==> src/rtl/balls_collision_pair_scanner.sv <==
// Purpose : per-frame scan of all ball pairs; latches the first overlapping active pair.
// Latency : pair k of the scan is tested in cycle t+1+k after startOfFrame at t; a hit is visible at t+2+k.
// Backpres: none; startOfFrame always wins and restarts the scan from a fresh snapshot.
//
// Ports:
//   clk, resetN (async active-low), startOfFrame (1-cycle pulse)
//   ball_active, topLeftX/Y_VEC_in, Xspeed/Yspeed_VEC_in : per-ball state, sampled on startOfFrame
//   balls_collide : two-hot mask of the reported pair, Balls_col_ID : {higher ID, lower ID}
//   col_valid : hit latched this frame, scan_busy : pairs still being tested
// Optional feature macro: COLLISION_APPROACH_CHECK_EN -- when defined, an overlapping pair is
// only reported if the balls are moving towards each other (relative velocity . offset < 0).
module balls_collision_pair_scanner #(
  parameter int NUM_BALLS    = 3,
  parameter int BALL_DIAM_SQ = 1024
) (
  input  logic                        clk,
  input  logic                        resetN,
  input  logic                        startOfFrame,
  input  logic [NUM_BALLS:0]          ball_active,
  input  logic [NUM_BALLS:0][10:0]    topLeftX_VEC_in,
  input  logic [NUM_BALLS:0][10:0]    topLeftY_VEC_in,
  input  logic [NUM_BALLS:0][10:0]    Xspeed_VEC_in,
  input  logic [NUM_BALLS:0][10:0]    Yspeed_VEC_in,
  output logic [NUM_BALLS:0]          balls_collide,
  output logic [1:0][3:0]             Balls_col_ID,
  output logic                        col_valid,
  output logic                        scan_busy
);

  localparam int          IW      = $clog2(NUM_BALLS + 1);
  localparam logic [IW-1:0] LAST_J = IW'(NUM_BALLS);
  localparam logic [IW-1:0] LAST_I = IW'(NUM_BALLS - 1);
  localparam logic [24:0] DIAM_SQ = 25'(BALL_DIAM_SQ);

  typedef enum logic [1:0] {IDLE, SCAN, HOLD} state_t;
  state_t state, state_nxt;

  // Frame snapshot: the scan never looks at the live inputs.
  logic [NUM_BALLS:0][10:0] snap_x, snap_y, snap_vx, snap_vy;
  logic [NUM_BALLS:0]       snap_act;
  logic [IW-1:0]            idx_i, idx_j;

  logic signed [11:0] dx, dy;
  logic signed [23:0] dx_ext, dy_ext, dx_sq, dy_sq;
  logic [24:0]        d2;
  logic               overlap, approach, hit, last_pair;
  logic               latch_hit, advance;
  logic [NUM_BALLS:0] pair_mask;

  // Offsets are formed at 12 bits so the difference of two 11-bit values cannot wrap.
  assign dx     = {snap_x[idx_j][10], snap_x[idx_j]} - {snap_x[idx_i][10], snap_x[idx_i]};
  assign dy     = {snap_y[idx_j][10], snap_y[idx_j]} - {snap_y[idx_i][10], snap_y[idx_i]};
  assign dx_ext = {{12{dx[11]}}, dx};
  assign dy_ext = {{12{dy[11]}}, dy};
  assign dx_sq  = dx_ext * dx_ext;
  assign dy_sq  = dy_ext * dy_ext;
  assign d2     = {1'b0, dx_sq} + {1'b0, dy_sq};
  assign overlap = (d2 < DIAM_SQ);

`ifdef COLLISION_APPROACH_CHECK_EN
  logic signed [11:0] dvx, dvy;
  logic signed [23:0] dvx_ext, dvy_ext, pvx, pvy;
  logic signed [24:0] dot;

  assign dvx     = {snap_vx[idx_j][10], snap_vx[idx_j]} - {snap_vx[idx_i][10], snap_vx[idx_i]};
  assign dvy     = {snap_vy[idx_j][10], snap_vy[idx_j]} - {snap_vy[idx_i][10], snap_vy[idx_i]};
  assign dvx_ext = {{12{dvx[11]}}, dvx};
  assign dvy_ext = {{12{dvy[11]}}, dvy};
  assign pvx     = dvx_ext * dx_ext;
  assign pvy     = dvy_ext * dy_ext;
  assign dot     = {pvx[23], pvx} + {pvy[23], pvy};
  // Negative dot product: the gap between the centres is shrinking.
  assign approach = dot[24];
`else
  assign approach = 1'b1;
`endif

  assign hit       = overlap & snap_act[idx_i] & snap_act[idx_j] & approach;
  assign last_pair = (idx_i == LAST_I) && (idx_j == LAST_J);
  assign scan_busy = (state == SCAN);

  always_comb begin
    pair_mask        = '0;
    pair_mask[idx_i] = 1'b1;
    pair_mask[idx_j] = 1'b1;
  end

  always_ff @(posedge clk or negedge resetN) begin
    if (!resetN) state <= IDLE;
    else         state <= state_nxt;
  end

  always_comb begin
    state_nxt = state;
    latch_hit = 1'b0;
    advance   = 1'b0;
    if (startOfFrame) begin
      // A restart overrides any hit that would be latched this cycle.
      state_nxt = SCAN;
    end else begin
      case (state)
        SCAN: begin
          if (hit) begin
            state_nxt = HOLD;
            latch_hit = 1'b1;
          end else if (last_pair) begin
            state_nxt = IDLE;
          end else begin
            advance = 1'b1;
          end
        end
        default: ;
      endcase
    end
  end

  always_ff @(posedge clk or negedge resetN) begin
    if (!resetN) begin
      snap_x        <= '0;
      snap_y        <= '0;
      snap_vx       <= '0;
      snap_vy       <= '0;
      snap_act      <= '0;
      idx_i         <= '0;
      idx_j         <= '0;
      balls_collide <= '0;
      Balls_col_ID  <= '0;
      col_valid     <= 1'b0;
    end else if (startOfFrame) begin
      snap_x        <= topLeftX_VEC_in;
      snap_y        <= topLeftY_VEC_in;
      snap_vx       <= Xspeed_VEC_in;
      snap_vy       <= Yspeed_VEC_in;
      snap_act      <= ball_active;
      idx_i         <= '0;
      idx_j         <= IW'(1);
      balls_collide <= '0;
      Balls_col_ID  <= '0;
      col_valid     <= 1'b0;
    end else begin
      if (latch_hit) begin
        balls_collide   <= pair_mask;
        Balls_col_ID[0] <= 4'(idx_i);
        Balls_col_ID[1] <= 4'(idx_j);
        col_valid       <= 1'b1;
      end
      if (advance) begin
        // Row exhausted: move to the next i and restart j just above it.
        if (idx_j == LAST_J) begin
          idx_i <= idx_i + IW'(1);
          idx_j <= idx_i + IW'(2);
        end else begin
          idx_j <= idx_j + IW'(1);
        end
      end
    end
  end

endmodule

==> config.mk <==
export PLATFORM = sky130hd
export DESIGN_NAME = balls_collision_pair_scanner
export DESIGN_NICKNAME = d
export VERILOG_FILES = /design/src/rtl/balls_collision_pair_scanner.sv
export SDC_FILE = /design/constraint.sdc
export NUM_CORES = 1
export LEC_CHECK = 0
export BUFFER_PORTS_ARGS = -buffer_cell sky130_fd_sc_hd__buf_4
export CORE_AREA = 2 2 210 212
export CTS_CLUSTER_DIAMETER = 30
export DETAILED_ROUTE_END_ITERATION = 10
export DIE_AREA = 0 0 212 214
export SLEW_MARGIN = 10
export SYNTH_ARGS = -nofsm -noshare
export SYNTH_HDL_FRONTEND = slang
export SYNTH_SLANG_ARGS = --single-unit
==> constraint.sdc <==
create_clock -name clk -period 22.8 [get_ports clk]
set_input_delay 4.56 -clock clk [delete_from_list [all_inputs] [get_ports clk]]
set_output_delay 4.56 -clock clk [all_outputs]
set_load 0.02 [all_outputs]
; After elaboration in Yosys (flattened, before gate mapping)
; Cells that the tools add are included.
[classes]
addsub = 6
mul = 2
n_lt_le_gt_ge = 5
eq_ne = 3
muxes = 39
bitwise = 3
reduce_logical = 10
[op_table]
columns = operator, count
row1 = $bmux W11 S2, 4
row2 = $mul A12 B12 Y24, 2
row3 = $mux W11, 4
row4 = $add A24 B24 Y25, 1
row5 = $lt A25 B11 Y1 const B, 1
row6 = $sub A11 B11 Y12, 2
row7 = $mux W2, 10
row8 = $mux W8, 2
row9 = $mux W1, 13
row10 = $mux W4, 2
row11 = $reduce_bool A2 Y1, 4
row12 = $lt A2 B3 Y1 const B, 2
row13 = $add A2 B1 Y2 const B, 2
row14 = $bmux W1 S2, 2
row15 = $demux W1 S2, 2
row16 = $eq A2 B2 Y1 const B, 2
row17 = $ge A2 B1 Y1 const B, 2
row18 = $or A4 B4 Y4, 1
row19 = $reduce_and A2 Y1, 2
row20 = $logic_and A1 B1 Y1, 3
row21 = $reduce_bool A3 Y1, 1
row22 = $add A2 B2 Y2 const B, 1
row23 = $and A1 B1 Y1, 2
row24 = $eq A2 B1 Y1 const B, 1
[totals]
reg_bits = 111
in_bits = 183
wordCells = 84

; Logic depth before layout (Yosys ltp)
[logic_depth]
depth_word = 13
mapped_depth = 46
depth_no_buf = 42

; Worst setup path before layout
; OpenSTA, ideal clock, no wires.
[synth_path]
kind = flip-flop to flip-flop
start = register idx_i[0]
end = register Balls_col_ID[5] (netlist bit)
setup_ns = 0.079
t_arrival_ns = 10.454
t_required_ns = 22.721
slack_ns = 12.266
path_stages_with_launch = 43
n_path_buf = 3
synth_period_minus_slack_ns = 10.534
cell_sequence = dfrtp_1 buf_2 buf_1 mux4_2 inv_1 ha_1 nor2b_1 o21ai_0 a21boi_0 o21ai_0 a21boi_0 o21ai_0 nand2b_1 xnor2_1 clkinv_1 nand2b_1 fa_1 inv_1 [7 not listed] a21o_1 a21oi_1 o21ai_0 o41ai_1 o211ai_1 o221a_2 a41o_1 a311o_1 ha_1 nand4_1 o21ai_0 a211oi_1 a211oi_1 or4_4 nor4b_4 and2_1 buf_4 mux2i_1
[synth_between]
elab_chain_len = 12
elab_cells_between_ends = 18
[synth_rtl]
columns = item, line
row1 = "start, declared", 41  ; logic [IW-1:0] idx_i, idx_j;
row2 = "start signal, assigned", 150  ; idx_i <= idx_i + IW'(1);
row3 = $bmux W11 S2 (on tied branches), "51, 52"
row4 = $mux W11 (on tied branches), "51, 52"
row5 = $sub A11 B11 Y12 (on tied branches), "51, 52"
row6 = $mul A12 B12 Y24 (on tied branches), "55, 56"
row7 = $add A24 B24 Y25, 57  ; assign d2 = {1'b0, dx_sq} + {1'b0, dy_sq};
row8 = $lt A25 B11 Y1, 58  ; assign overlap = (d2 < DIAM_SQ);
row9 = $and A1 B1 Y1 (*) (2 in series), 78  ; assign hit = overlap & snap_act[idx_i] & snap_act[idx_j] & approach;
row10 = $mux W1 (*), 103  ; if (hit) begin
row11 = $mux W1 (*), 101  ; case (state)
row12 = $mux W1 (*), 97  ; if (startOfFrame) begin
row13 = $reduce_bool A2 Y1 (no source line) (*), --
row14 = "end, declared", 25  ; output logic [1:0][3:0] Balls_col_ID,
; Mark *: on every way between the ends. The rest lies on a longest branch, timed or not. The select of a mux whose other input is x is not followed.
; A chain may end at the register's enable or synchronous reset.

; Final worst setup path
[layout_path]
start = register idx_j[0]
end = register Balls_col_ID[5] (netlist bit)
[layout_between]
elab_chain_len = 12
elab_cells_between_ends = 18
[layout_rtl]
columns = item, line
row1 = "start, declared", 41
row2 = "start signal, assigned", 151  ; idx_j <= idx_i + IW'(2);
row3 = "start signal, assigned", 153  ; idx_j <= idx_j + IW'(1);
row4 = $bmux W11 S2 (on tied branches), "51, 52"
row5 = $mux W11 (on tied branches), "51, 52"
row6 = $sub A11 B11 Y12 (on tied branches), "51, 52"
row7 = $mul A12 B12 Y24 (on tied branches), "55, 56"
row8 = $add A24 B24 Y25, 57
row9 = $lt A25 B11 Y1, 58
row10 = $and A1 B1 Y1, 78
row11 = $and A1 B1 Y1 (*), 78
row12 = $mux W1 (*), 103
row13 = $mux W1 (*), 101
row14 = $mux W1 (*), 97
row15 = $reduce_bool A2 Y1 (no source line) (*), --
; Marked as above.

==> impl_metrics.json <==
{
  "skew_ps": 7.214,
  "synth_edf_count": 0,
  "grtUsageMet1_pct": 23.70,
  "netlist_area_sq_mm": 0.01709,
  "yosysMostFrequentCell": "inv_1",
  "synthAdderAreaFrac_pct": 40.58,
  "arrival_ps": 12880,
  "final_util_pct": 43.87,
  "cts_resized": 0,
  "min_period_over_period_pct": 55.26,
  "worstMarginPinSlew_ps": 1023,
  "wire_per_inst_microns": 15.19,
  "num_vias": 12100,
  "yosys_warnings": 0,
  "async_reset_ff_share_pct": 100.0,
  "synth_seq_area_share_pct": 15.67,
  "use_met2_pct": 29.04,
  "die_h_microns": 214,
  "gp_congestion": 0.8453,
  "timing.hold.ws_ps": 524.5,
  "ys_top_cells_by_area": "fa_1 (28%), dfrtp_1 (16%), ha_1 (12%)",
  "grt_max_degree": 59,
  "htree_num_levels": 3,
  "drive_gt1_share_pct": 16.84,
  "synth_commonest_cells": "inv_1 (382), fa_1 (242), ha_1 (167)",
  "area_growth_pct": 10.10,
  "hpwl_mm": 30.61,
  "drv_slew": 0,
  "yosys.area_share.xor_xnor_pct": 3.537,
  "muxShareOfSynthArea_pct": 12.59,
  "path_clk_slew_ps": 70,
  "die_area_sq_mm": 0.04537,
  "setup_viol_count_final": 0,
  "fmax_ghz": 0.07937,
  "hold_viol": 0,
  "status": "complete, no violations",
  "clk_latency_ps": 360,
  "antenna_left": 0,
  "cp-end-kind": "flop",
  "grt-ovfl-total": 0,
  "synthSimpleGateAreaFrac_pct": 9.973,
  "synth_ff_type": "dfrtp_1",
  "drt_wl_total_mm": 36.67,
  "yosysUniqueCellTypes": 77,
  "drc": 0,
  "cts_root_buffer": "clkbuf_16",
  "port_buffers": 104,
  "tns_ps": 0,
  "crit_path_start_kind": "flop",
  "post_cts.repair.setup_buffers": 0,
  "antennaDiodeCount": 0,
  "core_sq_mm": 0.04289,
  "relSlewSlack_pct": 31.55,
  "cp_common_cell": "inv_1",
  "first_pass_iters": 5,
  "cp_data_required_time_ps": 23080,
  "drtIter0Drc": 547,
  "crit_type": "reg -> reg",
  "grt_pass1_vias": 13240,
  "maxCapViolCount": 0,
  "postSynthAreaPerCell_sq_um": 9.809,
  "synthCells": 1742,
  "crit_slowest_cell": "nor4b_4",
  "synth_top_area_share_pct": 28.35,
  "ys_ff_latch": 107,
  "cts_hold_buf": 0,
  "min_path_type": "reg -> reg",
  "post_drt_via_cell_ratio": 5.012,
  "synth_compound_area_share_pct": 7.637,
  "clock_sinks": 107,
  "grt_util_all_layers_pct": 17.42,
  "yosys.area.top_type": "fa_1",
  "met3_usage_pct": 3.167,
  "cts_buffers": 9,
  "fin_crit_ps": 12600,
  "antenna_found_initial": 0,
  "nNetsFinal": 2416,
  "slowest_delay_ps": 810,
  "rows": 76,
  "rsz0062_at_grt": "no",
  "cp_max_fo": 29,
  "cts_buffer_depth": 2,
  "grt_pass1_wl_mm": 64.41,
  "busiest_layer": "met2",
  "pin_count": 197,
  "synth_top_family_by_area": "adder cells",
  "cts_tree": "yes",
  "start_util_pct": 39.84,
  "die_x_microns": 212
}
## routing by layer
metal,share of wire (%),wire [microns],up-vias
met5,0,0,-
met4,1.3,477,0
met3,5.7,2078,29
met2,48,17650,251
met1,45,16460,6074
li1,-,-,5745
## cells in the final DEF (no fill, tap or decap), drive strengths merged, types with 3 or more instances in the layout
cell type / netlist / routed
inv: 386 / 388
fa: 242 / 242
ha: 167 / 167
nor2: 136 / 136
buf: 20 / 116
nand2: 116 / 116
dfrtp: 107 / 107
mux2: 92 / 92
a21oi: 53 / 53
xnor2: 52 / 52
mux4: 46 / 46
o21ai: 41 / 41
nand2b: 27 / 27
nor3: 20 / 20
nand3: 20 / 20
xor2: 17 / 17
a21o: 14 / 14
clkinv: 11 / 12
a211oi: 12 / 12
clkbuf: 28 / 11
a31oi: 10 / 10
or2: 9 / 9
nor2b: 8 / 8
o21a: 8 / 8
or3: 8 / 8
mux2i: 8 / 8
and3: 6 / 6
o31ai: 6 / 6
nor4: 5 / 5
a31o: 5 / 5
a21boi: 5 / 5
o21bai: 4 / 4
o41ai: 4 / 4
and2: 4 / 4
nand4: 4 / 4
conb: 1 / 4
a2111oi: 4 / 4
and4: 3 / 3
nor4b: 3 / 3
## worst paths after layout
path / slack, ps / endpoint / cells after the start / start
max reg2reg: 10200 / Balls_col_ID[5] / 42 / idx_j[0]
max: 10200 / Balls_col_ID[5] / 42 / idx_j[0]
min reg2reg: 520 / snap_y[31] / 1 / snap_y[31]
min: 520 / snap_y[31] / 1 / snap_y[31]
max in group asynchronous: 17390 / snap_x[32] / 2 / resetN
min in group asynchronous: 4250 / snap_y[31] / 1 / resetN
## kinds of logic (layout without fill, tap and decap cells)
group / after synthesis / after routing
AO/OA/AOI/OAI: 191 / 191
flip-flops: 107 / 107
XOR/XNOR: 69 / 69
adder cells (fa/ha/maj): 409 / 409
multiplexers: 146 / 146
AND/OR/NAND/NOR: 374 / 374
buffers and inverters: 445 / 529
other: 1 / 4
## worst max-delay path, delay by kind of cell, from the launching register on
| kind | cells | cell delay, ps |
|---|---|---|
| XOR/XNOR | 2 | 850 |
| flip-flops | 1 | 340 |
| AO/OA/AOI/OAI | 13 | 3370 |
| multiplexers | 2 | 800 |
| buffers and inverters | 9 | 1450 |
| AND/OR/NAND/NOR | 7 | 2020 |
| adder cells (fa/ha/maj) | 9 | 3630 |
## cell type report
type                            count  area [sq um]
Tap cell                          585         732.0
Clock buffer                       11         242.7
Inverter                          397          1490
Clock inverter                      5         82.58
Timing Repair Buffer              116         870.8
Sequential cell                   107          2680
Fill cell                        4177         24070
Multi-Input combinational cell   1193         12710
## through the flow
step | cells | area (sq um) | setup WS [ps]
2_1_floorplan | 1745 | 17100 | 12270
3_3_place_gp | 2398 | 18490 | 10500
3_5_place_dp | 2398 | 18490 | 10340
4_1_cts | 2414 | 18810 | 10290
5_1_grt | 2414 | 18810 | 9420
6_report | 2414 | 18810 | 10200
## sequential cells by signal, summed over array words and instances (netlist names)
| signal | cells |
|---|---|
| snap_y | 44 |
| Balls_col_ID | 4 |
| snap_x | 44 |
| balls_collide | 4 |
| idx_j | 2 |
| idx_i | 2 |
| state | 2 |
| snap_act | 4 |
| col_valid | 1 |
Power is not shown: default switching activity piles up to over one toggle a cycle in this logic, so the estimate is an artifact.
